===== config.mk =====
export PLATFORM = sky130hd
export DESIGN_NAME = eram_arbiter_flat
export DESIGN_NICKNAME = d
export VERILOG_FILES = /design/src/rtl/eram_pkg.sv /design/src/rtl/eram_arbiter_if.sv /design/src/rtl/eram_rr_arb.sv /design/src/rtl/eram_arbiter.sv /design/src/flat_wrapper.sv
export SDC_FILE = /design/constraint.sdc
export NUM_CORES = 1
export LEC_CHECK = 0
export CAP_MARGIN = 20
export CORE_ASPECT_RATIO = 2
export CORE_UTILIZATION = 50
export DETAILED_ROUTE_END_ITERATION = 16
export DONT_BUFFER_PORTS = 1
export PLACE_DENSITY = 0.69
export SYNTH_ARGS = -nofsm -noshare
export SYNTH_HDL_FRONTEND = slang
export SYNTH_SLANG_ARGS = --single-unit

===== constraint.sdc =====
create_clock -name c25 -period 4.9 [get_ports c25]
set_input_delay 0.49 -clock c25 [delete_from_list [all_inputs] [get_ports c25]]
set_output_delay 0.49 -clock c25 [all_outputs]
set_load 0.01 [all_outputs]

===== src/rtl/eram_pkg.sv =====
// eram_pkg: shared types and widths for the external SRAM path.
// Used by the arbiter and the pin stage.
package eram_pkg;

    localparam int ERAM_AW = 15;
    localparam int ERAM_DW = 8;

    typedef enum logic [2:0] {
        ST_IDLE,
        ST_WR_SETUP,
        ST_WR_PULSE,
        ST_WR_HOLD,
        ST_RD_WAIT
    } eram_state_t;

endpackage


===== src/rtl/eram_arbiter_if.sv =====
// eram_arbiter_if: request/ack/read-return bundle of both clients.
// master = client side, slave = arbiter side.
interface eram_arbiter_if
    import eram_pkg::*;
#(
    parameter int AW = ERAM_AW,
    parameter int DW = ERAM_DW
);

    logic          a_req;
    logic          a_we;
    logic [AW-1:0] a_addr;
    logic [DW-1:0] a_wdata;
    logic          a_ack;
    logic [DW-1:0] a_rdata;
    logic          a_rvalid;

    logic          b_req;
    logic          b_we;
    logic [AW-1:0] b_addr;
    logic [DW-1:0] b_wdata;
    logic          b_ack;
    logic [DW-1:0] b_rdata;
    logic          b_rvalid;

    modport master (
        output a_req, a_we, a_addr, a_wdata,
        input  a_ack, a_rdata, a_rvalid,
        output b_req, b_we, b_addr, b_wdata,
        input  b_ack, b_rdata, b_rvalid
    );

    modport slave (
        input  a_req, a_we, a_addr, a_wdata,
        output a_ack, a_rdata, a_rvalid,
        input  b_req, b_we, b_addr, b_wdata,
        output b_ack, b_rdata, b_rvalid
    );

endinterface


===== src/rtl/eram_rr_arb.sv =====
// eram_rr_arb: two-input round-robin arbiter.
// grant: 0 = client A, 1 = client B.
module eram_rr_arb
    import eram_pkg::*;
(
    input  logic clk,
    input  logic rst_n,
    input  logic req_a,
    input  logic req_b,
    input  logic take,
    output logic grant,
    output logic grant_valid
);

    logic ptr_q;

    assign grant_valid = req_a | req_b;
    assign grant = (req_a && req_b) ? ptr_q : req_b;

    // pointer names the client not served last
    always_ff @(posedge clk or negedge rst_n) begin
        if (!rst_n) begin
            ptr_q <= 1'b0;
        end else if (take) begin
            ptr_q <= ~grant;
        end
    end

endmodule


===== src/rtl/eram_arbiter.sv =====
// eram_arbiter: two-client arbiter and SRAM access sequencer.
// Address moves only at the grant edge; we never overlaps it.
module eram_arbiter
    import eram_pkg::*;
#(
    parameter int AW        = ERAM_AW,
    parameter int DW        = ERAM_DW,
    parameter int WR_CYCLES = 2,
    parameter int RD_WAIT   = 2
) (
    input  logic          c25,
    input  logic          reset_n,
    eram_arbiter_if.slave bus,
    output logic [AW-1:0] address,
    output logic [DW-1:0] datain,
    output logic          we,
    input  logic [DW-1:0] dataout
);

    localparam int CW = 4;

    eram_state_t   state_q, state_d;
    logic [CW-1:0] cnt_q, cnt_d;
    logic [AW-1:0] addr_q, addr_d;
    logic [DW-1:0] wdata_q, wdata_d;
    logic          gnt_b_q, gnt_b_d;
    logic          we_q, we_d;
    logic          a_ack_q, a_ack_d;
    logic          b_ack_q, b_ack_d;
    logic [DW-1:0] a_rdata_q, b_rdata_q;
    logic          a_pend_q, b_pend_q;
    logic          a_rvalid_q, b_rvalid_q;
    logic          cap;
    logic          take;
    logic          gnt;
    logic          gnt_valid;

    eram_rr_arb u_arb (
        .clk         (c25),
        .rst_n       (reset_n),
        .req_a       (bus.a_req),
        .req_b       (bus.b_req),
        .take        (take),
        .grant       (gnt),
        .grant_valid (gnt_valid)
    );

    always_comb begin
        state_d = state_q;
        cnt_d   = cnt_q;
        addr_d  = addr_q;
        wdata_d = wdata_q;
        gnt_b_d = gnt_b_q;
        we_d    = 1'b0;
        a_ack_d = 1'b0;
        b_ack_d = 1'b0;
        cap     = 1'b0;
        take    = 1'b0;
        unique case (state_q)
            ST_IDLE: begin
                if (gnt_valid) begin
                    take    = 1'b1;
                    gnt_b_d = gnt;
                    a_ack_d = ~gnt;
                    b_ack_d = gnt;
                    addr_d  = gnt ? bus.b_addr : bus.a_addr;
                    wdata_d = gnt ? bus.b_wdata : bus.a_wdata;
                    if (gnt ? bus.b_we : bus.a_we) begin
                        state_d = ST_WR_SETUP;
                    end else begin
                        state_d = ST_RD_WAIT;
                        cnt_d   = CW'(RD_WAIT - 1);
                    end
                end
            end
            ST_WR_SETUP: begin
                state_d = ST_WR_PULSE;
                cnt_d   = CW'(WR_CYCLES - 1);
                we_d    = 1'b1;
            end
            ST_WR_PULSE: begin
                if (cnt_q == '0) begin
                    state_d = ST_WR_HOLD;
                end else begin
                    cnt_d = cnt_q - 1'b1;
                    we_d  = 1'b1;
                end
            end
            ST_WR_HOLD: begin
                state_d = ST_IDLE;
            end
            ST_RD_WAIT: begin
                if (cnt_q == '0) begin
                    cap     = 1'b1;
                    state_d = ST_IDLE;
                end else begin
                    cnt_d = cnt_q - 1'b1;
                end
            end
            default: begin
                state_d = ST_IDLE;
            end
        endcase
    end

    always_ff @(posedge c25 or negedge reset_n) begin
        if (!reset_n) begin
            state_q    <= ST_IDLE;
            cnt_q      <= '0;
            addr_q     <= '0;
            wdata_q    <= '0;
            gnt_b_q    <= 1'b0;
            we_q       <= 1'b0;
            a_ack_q    <= 1'b0;
            b_ack_q    <= 1'b0;
            a_rdata_q  <= '0;
            b_rdata_q  <= '0;
            a_pend_q   <= 1'b0;
            b_pend_q   <= 1'b0;
            a_rvalid_q <= 1'b0;
            b_rvalid_q <= 1'b0;
        end else begin
            state_q    <= state_d;
            cnt_q      <= cnt_d;
            addr_q     <= addr_d;
            wdata_q    <= wdata_d;
            gnt_b_q    <= gnt_b_d;
            we_q       <= we_d;
            a_ack_q    <= a_ack_d;
            b_ack_q    <= b_ack_d;
            // data lands first, valid strobe follows one cycle later
            if (cap && !gnt_b_q) a_rdata_q <= dataout;
            if (cap && gnt_b_q)  b_rdata_q <= dataout;
            a_pend_q   <= cap & ~gnt_b_q;
            b_pend_q   <= cap & gnt_b_q;
            a_rvalid_q <= a_pend_q;
            b_rvalid_q <= b_pend_q;
        end
    end

    assign address      = addr_q;
    assign datain       = wdata_q;
    assign we           = we_q;
    assign bus.a_ack    = a_ack_q;
    assign bus.b_ack    = b_ack_q;
    assign bus.a_rdata  = a_rdata_q;
    assign bus.b_rdata  = b_rdata_q;
    assign bus.a_rvalid = a_rvalid_q;
    assign bus.b_rvalid = b_rvalid_q;

endmodule


===== src/flat_wrapper.sv =====
// flat-port wrapper written by rule: the top's interface ports become plain ports
module eram_arbiter_flat import eram_pkg::*;
#(
    parameter int AW        = ERAM_AW,
    parameter int DW        = ERAM_DW,
    parameter int WR_CYCLES = 2,
    parameter int RD_WAIT   = 2
)
  (c25, reset_n, address, datain, we, dataout, bus_a_req, bus_a_we, bus_a_addr, bus_a_wdata, bus_a_ack, bus_a_rdata, bus_a_rvalid, bus_b_req, bus_b_we, bus_b_addr, bus_b_wdata, bus_b_ack, bus_b_rdata, bus_b_rvalid);
  eram_arbiter_if #(.AW(AW), .DW(DW)) bus_i ();
  input  logic c25;
  input  logic reset_n;
  output logic [AW-1:0] address;
  output logic [DW-1:0] datain;
  output logic we;
  input  logic [DW-1:0] dataout;
  input wire logic [$bits(bus_i.a_req)-1:0] bus_a_req;
  input wire logic [$bits(bus_i.a_we)-1:0] bus_a_we;
  input wire logic [$bits(bus_i.a_addr)-1:0] bus_a_addr;
  input wire logic [$bits(bus_i.a_wdata)-1:0] bus_a_wdata;
  output wire logic [$bits(bus_i.a_ack)-1:0] bus_a_ack;
  output wire logic [$bits(bus_i.a_rdata)-1:0] bus_a_rdata;
  output wire logic [$bits(bus_i.a_rvalid)-1:0] bus_a_rvalid;
  input wire logic [$bits(bus_i.b_req)-1:0] bus_b_req;
  input wire logic [$bits(bus_i.b_we)-1:0] bus_b_we;
  input wire logic [$bits(bus_i.b_addr)-1:0] bus_b_addr;
  input wire logic [$bits(bus_i.b_wdata)-1:0] bus_b_wdata;
  output wire logic [$bits(bus_i.b_ack)-1:0] bus_b_ack;
  output wire logic [$bits(bus_i.b_rdata)-1:0] bus_b_rdata;
  output wire logic [$bits(bus_i.b_rvalid)-1:0] bus_b_rvalid;
  assign bus_i.a_req = bus_a_req;
  assign bus_i.a_we = bus_a_we;
  assign bus_i.a_addr = bus_a_addr;
  assign bus_i.a_wdata = bus_a_wdata;
  assign bus_a_ack = bus_i.a_ack;
  assign bus_a_rdata = bus_i.a_rdata;
  assign bus_a_rvalid = bus_i.a_rvalid;
  assign bus_i.b_req = bus_b_req;
  assign bus_i.b_we = bus_b_we;
  assign bus_i.b_addr = bus_b_addr;
  assign bus_i.b_wdata = bus_b_wdata;
  assign bus_b_ack = bus_i.b_ack;
  assign bus_b_rdata = bus_i.b_rdata;
  assign bus_b_rvalid = bus_i.b_rvalid;
  eram_arbiter #(.AW(AW), .DW(DW), .WR_CYCLES(WR_CYCLES), .RD_WAIT(RD_WAIT)) u_core (.c25(c25), .reset_n(reset_n), .bus(bus_i), .address(address), .datain(datain), .we(we), .dataout(dataout));
endmodule

; ---- Yosys cells after proc, flatten, opt, wreduce, memory -nomap -nowiden
; Cells that the tools add are included.
[totals]
ff_bits = 55
memories = 0
inputBits = 60
romBits = 0
output_inout_bits = 44
ram_bits = 0
elab_cells = 63
latch_bits = 0
[classes]
multipliers = 0
eq_ne = 8
div_mod_pow = 0
n_bitwise = 5
addsub = 1
n_lt_le_gt_ge = 0
n_reduce_logical = 11
muxes = 23
shifts = 0
[ops]
columns = cell, count
row1 = 2-to-1 mux 15 bit, 1
row2 = 2-to-1 mux 3 bit, 4
row3 = 2-to-1 mux 4 bit, 3
row4 = case mux 3 bit (4 select lines), 1
row5 = case mux 4 bit (3 select lines), 1
row6 = 2-to-1 mux 1 bit, 11
row7 = 2-to-1 mux 8 bit, 1
row8 = "inequality test 2 x 1 -> 1 bit, second input constant", 3
row9 = zero test 4 bit, 1
row10 = "inequality test 2 bit, second input constant", 2
row11 = AND reduction 4 bit, 1
row12 = "subtractor 4 x 1 -> 4 bit, second input constant", 1
row13 = "equality test 3 x 1 -> 1 bit, second input constant", 1
row14 = "equality test 3 x 2 -> 1 bit, second input constant", 1
row15 = "equality test 3 bit, second input constant", 1
row16 = logical AND 1 bit, 3
row17 = zero test 3 bit, 1
row18 = AND reduction 3 bit, 1
row19 = nonzero test 3 bit, 1
row20 = bitwise AND 1 bit, 2
row21 = NOT 1 bit, 2
row22 = case mux 1 bit (2 select lines), 1
row23 = AND reduction 2 bit, 1
row24 = OR reduction 2 bit, 1
row25 = other kinds (2), 2

; ---- Logic depth before layout (Yosys ltp)
[depth]
ltp_word = 6
ltp_mapped = 7
mapped_depth_nobuf = 6

; ---- By module
; A second synthesis with hierarchy kept.
[unflattened]
cells_unflattened = 202
area_unflattened_um2 = 2451.1
[by_module_without_submodules]
columns = mod, instances, cells_each, area_per_inst_um2
row1 = eram_arbiter, 1, 196, 2388.5
row2 = eram_rr_arb, 1, 6, 62.6

; ---- Worst setup path before layout
; OpenSTA, ideal clock, no wires.
[synth_path]
path_kind = register to register
start = reg u_core.cnt_q[0]
end = reg u_core.a_rdata_q[0], in the netlist u_core.bus.a_rdata[0]
setup_slack_ns = 2.926
stages_incl_launch_ff = 7
required_ns = 4.775
t_arrival_ns = 1.849
period_less_slack_ns = 1.974
n_path_buf = 0
cell_sequence = dfrtp_1 > inv_1 > ha_1 > nor3b_1 > nand3_1 > nor2_2 > mux2_2
[synth_via]
elab_chain_cells = 4
[synth_rtl]
columns = item, line_no
row1 = from (decl), eram_arbiter.sv:23  ; logic [CW-1:0] cnt_q, cnt_d;
row2 = from (signal assigned), eram_arbiter.sv:124  ; cnt_q <= cnt_d;
row3 = zero test 4 bit, eram_arbiter.sv:93  ; if (cnt_q == '0) begin
row4 = 2-to-1 mux 1 bit, eram_arbiter.sv:93
row5 = 2-to-1 mux 1 bit, eram_arbiter.sv:59  ; unique case (state_q)
row6 = logical AND 1 bit, eram_arbiter.sv:132  ; if (cap && !gnt_b_q) a_rdata_q <= dataout;
row7 = to (signal assigned), eram_arbiter.sv:132
row8 = to (decl), eram_arbiter.sv:30  ; logic [DW-1:0] a_rdata_q, b_rdata_q;
; Every way passes these cells.
; A chain may end at the register's enable or synchronous reset.

; ---- Worst setup path after layout
[layout_path]
start = reg u_core.cnt_q[0]
end = reg u_core.a_rdata_q[6], in the netlist u_core.bus.a_rdata[6]
; The elaborated chain is that of the path after synthesis.

==> flow_results.xml <==
<?xml version="1.0" encoding="UTF-8"?>
<metrics>
  <group name="logic_synthesis">
    <metric name="ys_ff_latch" unit="">55</metric>
    <metric name="mapped_area" unit="um^2">2410</metric>
    <metric name="postSynthAreaPerCell" unit="um^2">12.4</metric>
    <metric name="async_flop_share" unit="">1.00</metric>
    <metric name="post-synth-top-area-cell" unit="">dfrtp_1</metric>
    <metric name="synthesis.nets" unit="">255</metric>
    <metric name="synth_top_area_frac" unit="">0.572</metric>
    <metric name="netlist_instances" unit="">194</metric>
    <metric name="synth_top_flop_cell" unit="">dfrtp_1</metric>
    <metric name="netlist-cell-type-count" unit="">37</metric>
    <metric name="post-synth-top-count-cell" unit="">dfrtp_1</metric>
    <metric name="yosysSeqAreaShare" unit="">0.572</metric>
    <metric name="yosys_warnings" unit="">0</metric>
    <metric name="top_area_cells_in_the_synthesized_netlist" unit="">dfrtp_1 (57%), mux2_2 (7.5%), a221o_1 (6.7%), and3_1 (4.2%), mux2i_1 (3.3%)</metric>
    <metric name="synth_commonest_cells" unit="">dfrtp_1 (55), a221o_1 (16), and3_1 (16), mux2_2 (16)</metric>
    <metric name="synth-edff-count" unit="">0</metric>
  </group>
  <group name="floorplan">
    <metric name="fp.dieArea" unit="um^2">5110</metric>
    <metric name="die_y" unit="um">100</metric>
    <metric name="dieWidth" unit="um">51.1</metric>
    <metric name="start_util" unit="">0.523</metric>
    <metric name="rows" unit="">35</metric>
    <metric name="floorplan.core_area" unit="um^2">4600</metric>
    <metric name="boundaryPins" unit="">104</metric>
  </group>
  <group name="final_layout">
    <metric name="final.fill_count" unit="">395</metric>
    <metric name="drive_gt1_frac" unit="">0.161</metric>
    <metric name="area.growth.synth_to_final" unit="%">5.82</metric>
    <metric name="antenna_cells_inserted" unit="">0</metric>
    <metric name="final_net_count" unit="">253</metric>
    <metric name="final_core_utilization" unit="">0.554</metric>
    <metric name="post_layout_nonfiller_instances" unit="">248</metric>
  </group>
  <group name="routing">
    <metric name="route.detailed.drc" unit="">0</metric>
    <metric name="route.detailed.wl_per_inst" unit="um">21.2</metric>
    <metric name="detailedRoute.firstIterationViolations" unit="">66</metric>
    <metric name="final_antenna_net_count" unit="">0</metric>
    <metric name="num_vias" unit="">1593</metric>
    <metric name="detailed_router_iteration_count_before_antenna_repair" unit="">4</metric>
    <metric name="vias_per_cell" unit="">6.42</metric>
    <metric name="detail_route.wirelength" unit="um">5270</metric>
  </group>
  <group name="power">
    <metric name="total_leakage_power" unit="uW">0.00120</metric>
    <metric name="irDropWorstVdd" unit="V">0.000462</metric>
    <metric name="power_density" unit="nW/um^2">698</metric>
  </group>
  <group name="clock_network">
    <metric name="clock_tree_from_tritoncts" unit="">built</metric>
    <metric name="numCtsBuffers" unit="">5</metric>
    <metric name="cts_sinks" unit="">55</metric>
    <metric name="post_cts.repair.setup_buffers" unit="">0</metric>
    <metric name="clock_insertion_delay_worst_skew" unit="ps">310</metric>
    <metric name="cts.clk_slew.worst_paths" unit="ps">100</metric>
    <metric name="cts.path.max_buffers" unit="">2</metric>
    <metric name="clockRootBuffer" unit="">clkbuf_8</metric>
    <metric name="cts_repair_resize_count" unit="">0</metric>
    <metric name="deepest_level_of_the_cts_h_tree" unit="">2</metric>
  </group>
  <group name="setup_path">
    <metric name="timing.critical_path.from_type" unit="">flop</metric>
    <metric name="crit_buf_inv" unit="">1</metric>
    <metric name="regToRegSetupSlack" unit="ps">2480</metric>
    <metric name="cp_top_family" unit="">simple AND/OR/NAND/NOR gates</metric>
    <metric name="cpPeakStageDelay" unit="ps">630</metric>
    <metric name="crit_path_cell_chain" unit="">inv_1 &gt; ha_1 &gt; nor3b_1 &gt; nand3_1 &gt; nor2_2 &gt; mux2_2</metric>
    <metric name="path_class" unit="">reg -&gt; reg</metric>
    <metric name="regToRegStartpoint" unit="">u_core.cnt_q[0]$_DFFE_PN0P_</metric>
    <metric name="critical-path-slowest-cell" unit="">nor3b_1</metric>
    <metric name="critPathLaunch" unit="">u_core.cnt_q[0]$_DFFE_PN0P_</metric>
    <metric name="setup.worst_path.end_class" unit="">flop</metric>
    <metric name="arrival" unit="ps">2620</metric>
    <metric name="timing.critical_path.fanout_max" unit="">9</metric>
    <metric name="worst-endpoint-required" unit="ps">5100</metric>
  </group>
  <group name="placed_design">
    <metric name="gp_congestion" unit="">0.953</metric>
    <metric name="place.detailed.hpwl" unit="um">3770</metric>
    <metric name="portBuffers" unit="">0</metric>
    <metric name="post-place-cells" unit="">238</metric>
  </group>
  <group name="timing">
    <metric name="transition_time_of_the_tightest_slew_check_pin" unit="ps">1010</metric>
    <metric name="hold_viol" unit="">0</metric>
    <metric name="fmaxAchievable" unit="GHz">0.413</metric>
    <metric name="finalSetupViolCount" unit="">0</metric>
    <metric name="timing.final.max_slew_violations" unit="">0</metric>
    <metric name="setup_repair_after_global_routing_missed_its_margin" unit="">false</metric>
    <metric name="minimum_clock_period" unit="ps">2420</metric>
    <metric name="final.period_utilization" unit="">0.494</metric>
    <metric name="clock-skew-final" unit="ps">10.3</metric>
    <metric name="slew-limit-headroom" unit="">0.323</metric>
    <metric name="final.setup.tns" unit="ps">0</metric>
  </group>
  <group name="global_route">
    <metric name="grt_pass1_vias" unit="">1709</metric>
    <metric name="pin_count_of_the_biggest_net_entering_global_routing" unit="">56</metric>
    <metric name="initial_antenna_violation_count" unit="">0</metric>
    <metric name="grt_overflow_total" unit="">0</metric>
    <metric name="global_route_wire_length_before_repair" unit="um">8280</metric>
    <metric name="globalRouteTotalUtil" unit="">0.222</metric>
  </group>
  <group name="hold_path">
    <metric name="worstHoldPathType" unit="">in -&gt; async</metric>
  </group>
  <group name="job">
    <metric name="cap_viol_max_count" unit="">0</metric>
  </group>
  <group name="outcome">
    <metric name="run_status" unit="">completed</metric>
  </group>
</metrics>
flip-flops by register name, summed over array words and instances (netlist names):
name / flops
u_core.address: 15
u_core.bus.a_rdata: 8
u_core.bus.b_rdata: 8
u_core.datain: 8
u_core.cnt_q: 4
u_core.state_q: 3
u_core.a_pend_q: 1
u_core.b_pend_q: 1
u_core.bus.a_ack: 1
u_core.bus.a_rvalid: 1
u_core.bus.b_ack: 1
u_core.bus.b_rvalid: 1
u_core.gnt_b_q: 1
u_core.u_arb.ptr_q: 1
u_core.we: 1
placed cells by master (no fill, tap or decap), types with 4 or more instances in the layout:
cell type	count
inv_1	6
dfrtp_1	55
clkbuf_8	6
mux2_2	16
nand2_1	10
a21oi_1	4
a221o_1	16
nor2_1	10
o21ai_0	9
and3_1	16
mux2i_1	8
metrics by stage:
stage	instance area (um^2)	total power (uW)	worst slack, ps	hold slack, ps
floorplan	2410	1380	2930	194
CTS	2520	1750	2470	35.0
finish	2550	1780	2480	30.3
global placement	2390	1410	2630	195
global route	2550	1900	2230	29.5
detailed placement	2390	1480	2480	196
per-layer routing:
metal  part of all wire  up-vias  routed length (um)  GRT usage
met1               0.35      803                1840      0.248
li1                   -      705                   -          -
met2               0.57       74                2980      0.381
met4              0.024        0                 124      0.111
met5                  0        -                   0          0
met3              0.062       11                 324     0.0530
where the power goes:
group | total [uW] | internal [uW] | switching (uW)
clock network | 265 | 116 | 149
logic | 598 | 296 | 302
registers | 915 | 662 | 252
worst paths after layout:
path / end / cells past startpoint
setup / recovery: u_core.bus.a_rdata[6]$_DFFE_PN0P_ / 6
hold / removal: u_core.address[14]$_DFFE_PN0P_ / 1
setup reg to reg: u_core.bus.a_rdata[6]$_DFFE_PN0P_ / 6
hold reg to reg: u_core.bus.b_rvalid$_DFF_PN0_ / 0
max in group asynchronous: u_core.bus.a_rdata[2]$_DFFE_PN0P_ / 1
min in group c25: u_core.bus.a_ack$_DFF_PN0_ / 1
final cells by class:
class                           count  area [um^2]  share of cell area
Inverter                            6         22.5             0.00885
Tap cell                           55         68.8              0.0270
Clock buffer                        6         82.6              0.0324
Clock inverter                      2         16.3             0.00639
Timing Repair Buffer                2         55.1              0.0216
Sequential cell                    55         1380               0.541
Multi-Input combinational cell    122          925               0.363
cells by family after synthesis:
kind of cell               count (synthesis)  share of synthesized area
DFF                                       55                      0.572
xor gates and xnor gates                   1                    0.00364
muxes                                     24                      0.108
buffers and inverters                     17                     0.0437
and+or+nand+nor                           55                      0.132
AOI/OAI and AO/OA                         41                      0.135
adders and majority gates                  1                    0.00520
repair_timing:
item | 4_1_cts | 5_1_grt
setup endpoints to repair | 0 | 0
hold endpoints to repair | 55 | 0
hold buffers | 1 | 0
(Power assumes the default switching activity.)
